File: src/rtl/alu_pkg.sv
// Shared types for the sequential ALU: opcodes, FSM state encoding,
// flag bit positions and the writable-opcode test.
// Optional feature macro: ALU_DIV_EN (enables opcode 9, unsigned divide).
package alu_pkg;

    typedef enum logic [3:0] {
        OP_ADD = 4'd0,
        OP_SUB = 4'd1,
        OP_AND = 4'd2,
        OP_OR  = 4'd3,
        OP_XOR = 4'd4,
        OP_NOT = 4'd5,
        OP_SHL = 4'd6,
        OP_SHR = 4'd7,
        OP_MUL = 4'd8,
        OP_DIV = 4'd9
    } op_e;

    typedef enum logic [2:0] {
        ST_IDLE = 3'd0,
        ST_EXEC = 3'd1,
        ST_MUL  = 3'd2,
        ST_DIV  = 3'd3,
        ST_DONE = 3'd4
    } state_e;

    // Bit positions inside the {Z,N,C,V} flag word
    localparam int FLAG_Z = 3;
    localparam int FLAG_N = 2;
    localparam int FLAG_C = 1;
    localparam int FLAG_V = 0;

    // Opcodes that produce a register-file write and update the flags
    function automatic logic WRITABLE(input logic [3:0] o);
`ifdef ALU_DIV_EN
        return (o <= OP_DIV);
`else
        return (o <= OP_MUL);
`endif
    endfunction

endpackage

File: src/rtl/alu_iter_core.sv
// Iterative datapath shared by multiply and divide. The {hi,lo} register
// pair holds the accumulator/product for MUL and remainder/quotient for DIV;
// one step is performed per cycle while the FSM holds step high.
// Optional feature macro: ALU_DIV_EN (adds the restoring-divide step).
module alu_iter_core
    import alu_pkg::*;
#(
    parameter int W = 8
) (
    input  logic         CLK,
    input  logic         nRESET,
    input  logic         load,
    input  logic         step,
`ifdef ALU_DIV_EN
    input  logic         is_div,
`endif
    input  logic [W-1:0] a,
    input  logic [W-1:0] b,
    output logic [W-1:0] hi,
    output logic [W-1:0] lo
);

    logic [W-1:0] hi_reg, lo_reg;
    logic [W-1:0] hi_next, lo_next;
    logic [W:0]   mul_sum;
`ifdef ALU_DIV_EN
    logic [W:0]   rem_sh;
    logic         div_ge;
`endif

    // One iteration: shift-add multiply by default, restoring divide when selected
    always_comb begin
        // Add the multiplicand when the current multiplier LSB is set, then
        // shift the whole product pair right, carry entering at the top.
        mul_sum = {1'b0, hi_reg} + (lo_reg[0] ? {1'b0, b} : '0);
        hi_next = mul_sum[W:1];
        lo_next = {mul_sum[0], lo_reg[W-1:1]};
`ifdef ALU_DIV_EN
        // Shift the next dividend bit into the remainder and try subtracting.
        // A zero divisor always "fits", which yields an all-ones quotient.
        rem_sh = {hi_reg, lo_reg[W-1]};
        div_ge = (rem_sh >= {1'b0, b});
        if (is_div) begin
            hi_next = div_ge ? W'(rem_sh - {1'b0, b}) : rem_sh[W-1:0];
            lo_next = {lo_reg[W-2:0], div_ge};
        end
`endif
    end

    // Accumulator pair: cleared on load with the first operand in lo, stepped under FSM control
    always_ff @(posedge CLK or negedge nRESET) begin
        if (!nRESET) begin
            hi_reg <= '0;
            lo_reg <= '0;
        end else if (load) begin
            hi_reg <= '0;
            lo_reg <= a;
        end else if (step) begin
            hi_reg <= hi_next;
            lo_reg <= lo_next;
        end
    end

    assign hi = hi_reg;
    assign lo = lo_reg;

endmodule

File: src/rtl/alu_seq.sv
// Multi-cycle ALU between the register file read ports and its write port.
// Single-cycle ops go IDLE->EXEC->DONE; MUL (and DIV) spend ITER step cycles
// plus one settle cycle in their loop state before DONE. Results and flags
// are registered on entry to DONE and held until the next completion.
// Optional feature macro: ALU_DIV_EN (opcode 9 divides; otherwise reserved).
module alu_seq
    import alu_pkg::*;
#(
    parameter int W    = 8,
    parameter int AW   = 4,
    parameter int ITER = W
) (
    input  logic          CLK,
    input  logic          nRESET,
    input  logic          start,
    input  logic [3:0]    op,
    input  logic [W-1:0]  RD1,
    input  logic [W-1:0]  RD2,
    input  logic [AW-1:0] WA_in,
    output logic          busy,
    output logic          done,
    output logic [W-1:0]  ALUResult,
    output logic          write_enable,
    output logic [AW-1:0] WA,
    output logic [3:0]    flags
);

    localparam logic [2:0] S_IDLE = ST_IDLE;
    localparam logic [2:0] S_EXEC = ST_EXEC;
    localparam logic [2:0] S_MUL  = ST_MUL;
    localparam logic [2:0] S_DIV  = ST_DIV;
    localparam logic [2:0] S_DONE = ST_DONE;

    localparam int            CW       = $clog2(ITER + 1);
    localparam logic [CW-1:0] CNT_LAST = CW'(ITER);

    logic [2:0]    state_reg, state_next;
    logic [3:0]    op_reg;
    logic [W-1:0]  a_reg, b_reg;
    logic [AW-1:0] wa_reg;
    logic [CW-1:0] cnt_reg;
    logic [W-1:0]  result_reg;
    logic [3:0]    flags_reg;

    logic          accept, in_loop, step, finish;
    logic [W-1:0]  core_hi, core_lo;
    logic [W:0]    sum, diff;
    logic [W-1:0]  res_c;
    logic          c_c, v_c;
    logic [3:0]    flags_c;

    assign accept  = start && (state_reg == S_IDLE);
    assign in_loop = (state_reg == S_MUL) || (state_reg == S_DIV);
    // The last loop cycle (cnt == ITER) only lets the final step settle
    assign step    = in_loop && (cnt_reg != CNT_LAST);
    assign finish  = (state_next == S_DONE);

    // Next-state decode; start outside IDLE is simply ignored
    always_comb begin
        state_next = state_reg;
        case (state_reg)
            S_IDLE: begin
                if (start) begin
                    if (op == OP_MUL) begin
                        state_next = S_MUL;
`ifdef ALU_DIV_EN
                    end else if (op == OP_DIV) begin
                        state_next = S_DIV;
`endif
                    end else begin
                        state_next = S_EXEC;
                    end
                end
            end
            S_EXEC:        state_next = S_DONE;
            S_MUL, S_DIV:  if (cnt_reg == CNT_LAST) state_next = S_DONE;
            S_DONE:        state_next = S_IDLE;
            default:       state_next = S_IDLE;
        endcase
    end

    // FSM state, operand latches and loop counter
    always_ff @(posedge CLK or negedge nRESET) begin
        if (!nRESET) begin
            state_reg <= S_IDLE;
            op_reg    <= '0;
            a_reg     <= '0;
            b_reg     <= '0;
            wa_reg    <= '0;
            cnt_reg   <= '0;
        end else begin
            state_reg <= state_next;
            if (accept) begin
                op_reg  <= op;
                a_reg   <= RD1;
                b_reg   <= RD2;
                wa_reg  <= WA_in;
                cnt_reg <= '0;
            end else if (in_loop && (cnt_reg != CNT_LAST)) begin
                cnt_reg <= cnt_reg + CW'(1);
            end
        end
    end

    alu_iter_core #(.W(W)) u_core (
        .CLK    (CLK),
        .nRESET (nRESET),
        .load   (accept),
        .step   (step),
`ifdef ALU_DIV_EN
        .is_div (state_reg == S_DIV),
`endif
        .a      (RD1),
        .b      (b_reg),
        .hi     (core_hi),
        .lo     (core_lo)
    );

    // Result and flag computation from the latched operands / loop output
    always_comb begin
        sum     = {1'b0, a_reg} + {1'b0, b_reg};
        diff    = {1'b0, a_reg} - {1'b0, b_reg};
        res_c   = result_reg;
        c_c     = 1'b0;
        v_c     = 1'b0;
        case (op_reg)
            OP_ADD: begin
                res_c = sum[W-1:0];
                c_c   = sum[W];
                v_c   = (a_reg[W-1] == b_reg[W-1]) && (sum[W-1] != a_reg[W-1]);
            end
            OP_SUB: begin
                res_c = diff[W-1:0];
                c_c   = diff[W];
                v_c   = (a_reg[W-1] != b_reg[W-1]) && (diff[W-1] != a_reg[W-1]);
            end
            OP_AND: res_c = a_reg & b_reg;
            OP_OR:  res_c = a_reg | b_reg;
            OP_XOR: res_c = a_reg ^ b_reg;
            OP_NOT: res_c = ~a_reg;
            OP_SHL: begin
                res_c = {a_reg[W-2:0], 1'b0};
                c_c   = a_reg[W-1];
            end
            OP_SHR: begin
                res_c = {1'b0, a_reg[W-1:1]};
                c_c   = a_reg[0];
            end
            OP_MUL: begin
                res_c = core_lo;
                c_c   = (core_hi != '0);
            end
`ifdef ALU_DIV_EN
            OP_DIV: begin
                res_c = (b_reg == '0) ? '1 : core_lo;
                v_c   = (b_reg == '0);
            end
`endif
            default: ;
        endcase
        flags_c         = '0;
        flags_c[FLAG_Z] = (res_c == '0);
        flags_c[FLAG_N] = res_c[W-1];
        flags_c[FLAG_C] = c_c;
        flags_c[FLAG_V] = v_c;
    end

    // Result/flag registers: loaded only when a writable op completes
    always_ff @(posedge CLK or negedge nRESET) begin
        if (!nRESET) begin
            result_reg <= '0;
            flags_reg  <= '0;
        end else if (finish && WRITABLE(op_reg)) begin
            result_reg <= res_c;
            flags_reg  <= flags_c;
        end
    end

    assign busy         = (state_reg != S_IDLE);
    assign done         = (state_reg == S_DONE);
    assign write_enable = done && WRITABLE(op_reg);
    assign WA           = wa_reg;
    assign ALUResult    = result_reg;
    assign flags        = flags_reg;

endmodule

File: config.mk
export PLATFORM = sky130hd
export DESIGN_NAME = alu_seq
export DESIGN_NICKNAME = d
export VERILOG_FILES = /design/src/rtl/alu_pkg.sv /design/src/rtl/alu_iter_core.sv /design/src/rtl/alu_seq.sv
export SDC_FILE = /design/constraint.sdc
export NUM_CORES = 1
export LEC_CHECK = 0
export BUFFER_PORTS_ARGS = -buffer_cell sky130_fd_sc_hd__buf_2
export CORE_MARGIN = 2
export CORE_UTILIZATION = 65
export CTS_CLUSTER_SIZE = 30
export DETAILED_ROUTE_END_ITERATION = 8
export PLACE_DENSITY = 0.87
export SYNTH_ARGS = -nofsm -noshare
export SYNTH_HDL_FRONTEND = slang
export SYNTH_HIERARCHICAL = 1
export SYNTH_SLANG_ARGS = --single-unit
File: constraint.sdc
create_clock -name CLK -period 6.41 [get_ports CLK]
set_clock_uncertainty 0.2 [all_clocks]
set_input_delay 0 -clock CLK [delete_from_list [all_inputs] [get_ports CLK]]
set_output_delay 0 -clock CLK [all_outputs]
set_load 0.01 [all_outputs]
==> impl_metrics.tcl, run 1 <==
set metrics [dict create \
    cts_tree "done" \
    yosys_most_used_dff "dfrtp_1" \
    grt_pass1_vias 4207 \
    setup_violations 0 \
    grt_use_total_pct 39.5 \
    cts_resized 0 \
    cts_buffers 9 \
    start_util_pct 68.1 \
    max_cap_viol_count 0 \
    finalWirelength_um 14000 \
    period_share_pct 47.5 \
    fin_setup_tns_ns 0 \
    ys_top_cells_by_area "dfrtp_1 33%, ha_1 9.7%, nand2_1 4.4%" \
    die_x_um 86.3 \
    diodes 0 \
    vias_per_cell 6.80 \
    tightest_slew_ns 1.09 \
    crit_path_max_fanout 29 \
    ys_types 74 \
    drt-initial-drc-count 630 \
    grt_overflow 0 \
    path_class "register to register" \
    drtAntennaViolNets 0 \
    antenna_found_initial 0 \
    cp.arrival_ns 3.09 \
    drv_slew 0 \
    drc 0 \
    grt_pass1_wl_um 22400 \
    first_pass_iters 9 \
    peakVddDrop_mv 0.376 \
    core_mm2 0.00646 \
    syn_inst 492 \
    area_growth_pct 16.8 \
    rsz0062_at_grt "no" \
    synth-seq-cells 58 \
    postSynthAreaPerCell_um2 8.94 \
    grt_max_degree 62 \
    gp_congestion 1.00 \
    cts-root-buf "clkbuf_8" \
    io_buffers 45 \
    h-tree-depth 3 \
    outcome "complete, no violations" \
    insertion_delay_ns 0.35 \
    cp-end-kind "register" \
    dieArea_mm2 0.00744 \
    async_flop_share_pct 100 \
    yosysTopAreaCellShare_pct 33.0 \
    leakagePower_uw 0.00229 \
    critical_path_required_ns 6.45 \
    cts_buffer_depth 2 \
    clock_sinks 58 \
    synth_seq_area_share_pct 33.0 \
    ioPinCount 46 \
    hp-class "input pin to asynchronous set/reset pin" \
    wl_per_cell_um 22.1 \
    critPathLaunchType "register" \
    synth_area_leader_cell "dfrtp_1" \
    netlist_area_mm2 0.00440 \
    ys_warn_count 6 \
    max_slew_margin_pct 27.2 \
    detailedPlacementHpwl_um 8420 \
    placementRows 29 \
    die_h_um 86.3 \
    dr_total_vias 4324 \
    synth.net_count 556 \
    power_density_mw_per_mm2 629 \
    synth-edff-count 0 \
    fin_crit_ns 3.05 \
    fmax_mhz 328 \
    finish.utilization_pct 79.6 \
    hold_viol 0 \
    drive_gt1_share_pct 18.4 \
    layout.nets 618 \
    clkTransAtPathRegs_ns 0.08 \
]
[layout by cell type (no fill, tap or decap), types with 3 or more instances in the layout]
cell type,count
nand2b_1,9
dlygate4sd3_1,27
a31oi_1,3
fa_1,3
nor2_1,44
xor2_1,4
clkbuf_8,9
inv_1,28
mux2i_1,11
buf_2,45
o211ai_1,8
a21oi_1,32
o22ai_1,8
mux2_2,12
a211oi_1,5
o21bai_1,4
a21o_1,3
o31ai_1,5
o21ai_0,33
o21ai_1,6
and2_1,10
nand3_1,13
nor3_1,6
o21a_1,3
xnor2_1,11
bufinv_16,3
nand2_1,52
buf_4,5
mux4_2,3
dfrtp_1,58
ha_1,34
[final timing paths]
check                                          from                       end  slack (ns)  cells past startpoint
setup / recovery              op_reg[2]$_DFFE_PN0P_      flags[3]$_DFFE_PN0P_        3.36                      8
hold / removal                               nRESET  u_core/hi[3]$_DFFE_PN0P_        0.15                      3
setup reg to reg              op_reg[2]$_DFFE_PN0P_      flags[3]$_DFFE_PN0P_        3.36                      8
hold reg to reg            ALUResult[2]$_DFFE_PN0P_  ALUResult[2]$_DFFE_PN0P_        0.30                      1
max in group asynchronous                    nRESET  ALUResult[5]$_DFFE_PN0P_        5.34                      3
min in group CLK                             RD1[7]  u_core/lo[7]$_DFFE_PN0P_        0.20                      4
[Yosys cell counts (all sizes together) (8+ instances only)]
library cell and count:
nor3 8, buf 17, nand2b 11, mux2 13, nand2 53, xnor2 11
nand3 14, nor2 47, ha 34, o211ai 8, clkbuf 9, a21oi 33
inv 28, mux2i 11, and2 10, dfrtp 58, o22ai 8, o21ai 39
[stage by stage]
| stage | total power, µW | worst slack (ns) | instance area, µm² | cells | hold WS [ns] |
|---|---|---|---|---|---|
| 3_3_place_gp | 2590 | 3.57 | 4620 | 593 | -0.0191 |
| 5_1_grt | 3410 | 3.20 | 5140 | 636 | 0.212 |
| 2_1_floorplan | 2170 | 3.77 | 4400 | 492 | -0.496 |
| 4_1_cts | 3100 | 3.49 | 5140 | 636 | 0.164 |
| 3_5_place_dp | 2620 | 3.50 | 4620 | 593 | -0.00954 |
| 6_report | 3240 | 3.36 | 5140 | 636 | 0.145 |
[worst max-delay path, stage by stage, from the launching register on]
cell,delay [ns]
dfrtp_1,1.07
nand2b_1,0.32
o22ai_1,0.14
o21ai_1,0.26
nand2_4,0.08
nor3_2,0.24
o21ai_1,0.10
o2bb2ai_1,0.17
o41ai_2,0.36
[cell families (layout without fill, tap and decap cells)]
group	count (synthesis)	in the layout	share of synthesized area (%)
AO/OA/AOI/OAI	139	139	21.6
XOR/XNOR	15	15	2.99
adder cells (fa/ha/maj)	37	37	11.0
buffers and inverters	54	121	5.83
flip-flops	58	58	33.0
multiplexers	27	27	7.36
AND/OR/NAND/NOR	162	162	18.2
[layer usage]
layer  up-vias  wire length (µm)  GRT usage, %
met5         -                 0             0
met4         0               775          22.4
met3        71              1190          6.38
met2       308              6520          62.4
met1      2063              5540          51.8
li1       1882                 -             -
[final cells by class]
cell class                      instances  area (µm²)
Inverter                               28         105
Clock buffer                            9         124
Multi-Input combinational cell        380        2710
Clock inverter                          7         124
Fill cell                             392        1320
Sequential cell                        58        1450
Tap cell                               77        96.3
Timing Repair Buffer                   77         533
[report_power, final]
group	total [µW]	switching, µW	internal, µW
clock	438	176	262
sequential	778	245	533
combinational	2020	1210	809
total	3240	1630	1600
[timing repair]
item                                   4_1_cts  5_1_grt
endpoints found under the hold margin       95        0
buffers inserted                             0        0
hold buffers                                27        0
Note: power is estimated with default switching activity, not from simulation.
==> inputs of run 2 (changes only) <==
Settings changed: CORE_UTILIZATION 65 to 60, PLACE_DENSITY 0.87 to 0.81.
Clock period 6.41 ns to 2.94 ns, I/O delays scaled along.
==> run 2 against run 1 <==
Cell count up 5.0%. Flip-flop and latch count is the same. Sequential share of layout area fell by 0.54 points. Worst setup slack got worse by 3.3 ns. Die area increased by 7.9%. Via count shrank 5.9%. Critical endpoint unchanged. Worst hold slack better by 0.013 ns. Clock power increased by 95%. Global-route usage is 7.9 points lower. Sequential power rose by 110%. Power rose by 110%.
==> impl_metrics.tcl, run 2 (same netlist as run 1, synthesis figures left out) <==
set metrics [dict create \
    area_growth_pct 19.3 \
    diodes 0 \
    die_x_um 89.6 \
    start_util_pct 61.3 \
    cp.arrival_ns 2.89 \
    clock_sinks 58 \
    leakagePower_uw 0.00233 \
    finalWirelength_um 12000 \
    cts_buffers 9 \
    insertion_delay_ns 0.35 \
    reg2reg_slack_ns 0.07 \
    layout.nets 628 \
    gp_congestion 1.02 \
    peakVddDrop_mv 0.621 \
    ff2ff_path_depth 8 \
    antenna_found_initial 0 \
    critPathTopFamily "compound AO/OA/AOI/OAI gates" \
    path_class "register to register" \
    vias_per_cell 6.09 \
    drive_gt1_share_pct 20.9 \
    cp-end-kind "register" \
    grt_overflow 0 \
    internal_power_uw 3530 \
    fmax_mhz 348 \
    critPathLaunchType "register" \
    switching_share_pct 48.5 \
    dr_total_vias 4069 \
    tightest_slew_ns 1.02 \
    die_h_um 89.6 \
    io_buffers 45 \
    placementRows 31 \
    cts_buffer_depth 2 \
    timing.rr.start "a_reg[0]$_DFFE_PN0P_" \
    final_cell_mix "56 x dfrtp_1, 52 x nand2_1, 45 x buf_2" \
    max_slew_margin_pct 32.0 \
    grt_max_degree 46 \
    first_pass_iters 5 \
    setup_violations 0 \
    grt_pass1_wl_um 19000 \
    fin_setup_tns_ns 0 \
    dieArea_mm2 0.00804 \
    seqPwrFrac_pct 23.3 \
    power.clock.fraction_pct 12.4 \
    cts_tree "done" \
    setup_slack_ns 0.0685 \
    rsz0062_at_grt "no" \
    fin_crit_ns 2.87 \
    drv_slew 0 \
    max_cap_viol_count 0 \
    drc 0 \
    crit_chain "ha_1 -> fa_1 -> a211oi_1 -> nor3b_2 -> o311ai_1 -> a21oi_1 -> o2111ai_1 -> o41ai_2" \
    hp-class "input pin to asynchronous set/reset pin" \
    drt-initial-drc-count 458 \
    multi_input_area_mm2 0.00272 \
    p_sw_uw 3330 \
    regToRegEndpoint "flags[3]$_DFFE_PN0P_" \
    detailedPlacementHpwl_um 8330 \
    power.combinational.fraction_pct 64.3 \
    period_share_pct 97.7 \
    slowest_stage "o311ai_1" \
    hold_viol 0 \
    fill_cells 522 \
    finalPower_uw 6860 \
    worst-path-buf-inv 0 \
    cts_setup_buffers 0 \
    h-tree-depth 3 \
    drtAntennaViolNets 0 \
    place_ws_ns 0.0907 \
    wl_per_cell_um 17.9 \
    finish.utilization_pct 73.1 \
    outcome "complete, no violations" \
    regArea_mm2 0.00145 \
    core_mm2 0.00718 \
    mostFrequentLayoutCell "dfrtp_1" \
    power_density_mw_per_mm2 1310 \
    cp_slowest_stage_delay_ns 0.52 \
    grt_use_total_pct 31.5 \
    critical_path_required_ns 2.96 \
    crit_path_max_fanout 5 \
    cts-root-buf "clkbuf_8" \
    grt_pass1_vias 3818 \
    ioPinCount 46 \
    clkTransAtPathRegs_ns 0.07 \
]
## run 2: power groups by stage
stage / logic, µW / registers (µW) / clock network [µW]
2_1_floorplan: 3250 / 1490 / 0
3_3_place_gp: 4120 / 1570 / 0
3_5_place_dp: 4200 / 1590 / 0
4_1_cts: 4270 / 1580 / 859
5_1_grt: 4800 / 1650 / 895
6_report: 4410 / 1600 / 852
## run 2: worst max path at each step
stage	from	end	cells past startpoint
after floorplan	a_reg[0]$_DFFE_PN0P_	ALUResult[6]$_DFFE_PN0P_	10
after global placement	a_reg[0]$_DFFE_PN0P_	ALUResult[6]$_DFFE_PN0P_	10
after detailed placement	a_reg[0]$_DFFE_PN0P_	ALUResult[6]$_DFFE_PN0P_	10
after CTS	a_reg[0]$_DFFE_PN0P_	ALUResult[6]$_DFFE_PN0P_	10
after global routing	a_reg[2]$_DFFE_PN0P_	flags[3]$_DFFE_PN0P_	10
final	a_reg[0]$_DFFE_PN0P_	flags[3]$_DFFE_PN0P_	8
## run 2: metal layers
layer | up-vias | global-route usage (%) | part of all wire [%]
met5 | - | 0 | 0
met4 | 0 | 14.0 | 3.4
met3 | 37 | 4.11 | 6.1
met2 | 161 | 52.1 | 48
met1 | 1972 | 41.5 | 42
li1 | 1899 | - | -
## run 2: worst reg2reg max path, stage by stage (launching register included)
cell and delay [ns]:
dfrtp_2 0.44, ha_1 0.25, fa_1 0.43, a211oi_1 0.32, nor3b_2 0.11, o311ai_1 0.52, a21oi_1 0.15, o2111ai_1 0.23
o41ai_2 0.08
## run 2: through the flow
stage          cells  instance area, µm²  hold slack, ns
2_1_floorplan    492                4400          -0.496
3_3_place_gp     625                4740          0.0102
3_5_place_dp     625                4740          0.0149
4_1_cts          668                5240           0.188
5_1_grt          668                5250           0.218
6_report         668                5250           0.158
## run 2: layout make-up
class,instances,share of cell area [%]
flip-flops and latches,58,27.7
clock buffers,10,2.62
repair buffers,87,11.8
multi-input cells,380,51.8
clock inverters,6,1.72
inverters,28,2.00
well taps,99,2.36
## run 2: repair_timing
action	4_1_cts	5_1_grt
hold buffers	27	0
gates resized for setup	0	6
setup endpoints to repair	0	2
hold endpoints to repair	77	0
==> inputs of run 3 (changes only) <==
Settings changed: CAP_MARGIN set to 20, CORE_MARGIN 2 to unset.
==> run 3 against run 2 <==
Cell count grew 0.15%. Via count grew 1.5%. Fmax grew 1.1%. Clock power fell by 9.6%. Non-clock buffer count is 4 higher. Die area is 4.4% lower. Sequential share of layout area about the same. Worst setup slack better by 0.030 ns. First-iteration DRC count is 23% lower. Global-route usage rose by 3.4 points. Design area down 0.14%. Clock-buffer cell count unchanged. Largest cell class unchanged.
==> impl_metrics.tcl, run 3 (same netlist as run 1, synthesis figures left out) <==
set metrics [dict create \
    antenna_found_initial 0 \
    start_util_pct 63.4 \
    worst-path-buf-inv 1 \
    max_cap_viol_count 0 \
    mostFrequentLayoutCell "dfrtp_1" \
    ioPinCount 46 \
    die_h_um 87.6 \
    grt_pass1_vias 3980 \
    fill_cells 504 \
    rsz0062_at_grt "no" \
    diodes 0 \
    drtAntennaViolNets 0 \
    placementRows 30 \
    crit_chain "inv_1 -> ha_1 -> fa_1 -> o21bai_1 -> a21oi_1 -> o31ai_2 -> xnor2_1 -> nor2_1 -> o32a_1 -> o41ai_2" \
    leakagePower_uw 0.00233 \
    critical_path_required_ns 2.99 \
    grt_max_degree 33 \
    critPathLaunchType "register" \
    max_slew_margin_pct 51.4 \
    critPathTopFamily "compound AO/OA/AOI/OAI gates" \
    io_buffers 45 \
    wl_per_cell_um 18.6 \
    fin_setup_tns_ns 0 \
    outcome "complete, no violations" \
    regArea_mm2 0.00145 \
    power_density_mw_per_mm2 1310 \
    drc 0 \
    drive_gt1_share_pct 21.1 \
    final_cell_mix "57 x dfrtp_1, 52 x nand2_1, 45 x buf_2" \
    insertion_delay_ns 0.36 \
    core_mm2 0.00694 \
    multi_input_area_mm2 0.00272 \
    whs_ns 0.0446 \
    crit_path_max_fanout 5 \
    gp_congestion 0.937 \
    die_x_um 87.6 \
    grt_pass1_wl_um 20200 \
    fmax_mhz 352 \
    vias_per_cell 6.17 \
    finalWirelength_um 12500 \
    area_growth_pct 19.1 \
    hp-class "input pin to asynchronous set/reset pin" \
    cts_buffer_depth 2 \
    setup_slack_ns 0.0987 \
    path_class "register to register" \
    place_ws_ns 0.0576 \
    dieArea_mm2 0.00768 \
    layout.nets 632 \
    grt_overflow 0 \
    cts_tree "done" \
    finish.utilization_pct 75.5 \
    cts_buffers 9 \
    cp.arrival_ns 2.89 \
    h-tree-depth 3 \
    cts-root-buf "clkbuf_8" \
    setup_violations 0 \
    fin_crit_ns 2.84 \
    grt_use_total_pct 35.0 \
    detailedPlacementHpwl_um 8560 \
    cp-end-kind "register" \
    drt-initial-drc-count 354 \
    period_share_pct 96.6 \
    cp_slowest_stage_delay_ns 0.42 \
    dr_total_vias 4130 \
    hold_viol 0 \
    tightest_slew_ns 0.729 \
    slowest_stage "fa_1" \
    clkTransAtPathRegs_ns 0.09 \
    peakVddDrop_mv 0.724 \
    drv_slew 0 \
    clock_sinks 58 \
    first_pass_iters 5 \
]
==> run 3: cell type report <==
class,instances,share of cell area [%]
multi-input combinational,380,51.9
sequential,58,27.7
timing repair buffer,91,12.2
clock buffer,10,2.63
tap,96,2.29
inverter,28,2.01
clock inverter,6,1.27
==> run 3: timing repair <==
item                       CTS  global route
gates resized for setup      0             4
setup endpoints to repair    0             2
setup buffers                0             0
hold buffers                27             0
hold endpoints to repair    65             0
==> run 3: where the power goes <==
group / switching (µW) / leakage (µW) / internal [µW]
clock: 356 / 0.0000945 / 414
combinational: 2560 / 0.00151 / 1880
sequential: 469 / 0.000725 / 1160
==> run 3: metrics by stage <==
step	cell area, µm²	cells	total power [µW]
CTS	5230	669	6650
floorplan	4400	492	4730
global placement	4750	626	5720
global route	5240	669	7340
detailed placement	4750	626	5830
finish	5240	669	6850
==> run 3: path summary, 6_finish.rpt <==
| check | to | depth (start not counted) | startpoint | slack (ns) |
|---|---|---|---|---|
| max | flags[3]$_DFFE_PN0P_ | 10 | a_reg[0]$_DFFE_PN0P_ | 0.1 |
| max reg2reg | flags[3]$_DFFE_PN0P_ | 10 | a_reg[0]$_DFFE_PN0P_ | 0.1 |
| min | u_core/lo[6]$_DFFE_PN0P_ | 2 | nRESET | 0.04 |
| min reg2reg | flags[3]$_DFFE_PN0P_ | 2 | flags[3]$_DFFE_PN0P_ | 0.31 |
| min in group CLK | b_reg[3]$_DFFE_PN0P_ | 4 | RD2[3] | 0.19 |
| max in group asynchronous | op_reg[2]$_DFFE_PN0P_ | 4 | nRESET | 1.50 |
==> run 3: layer usage <==
layer | track usage (%) | part of all wire, % | vias up
met4 | 14.9 | 3.6 | 0
met2 | 56.5 | 47 | 170
met3 | 5.84 | 5.5 | 34
met5 | 0 | 0 | -
met1 | 46.7 | 43 | 2017
li1 | - | - | 1909
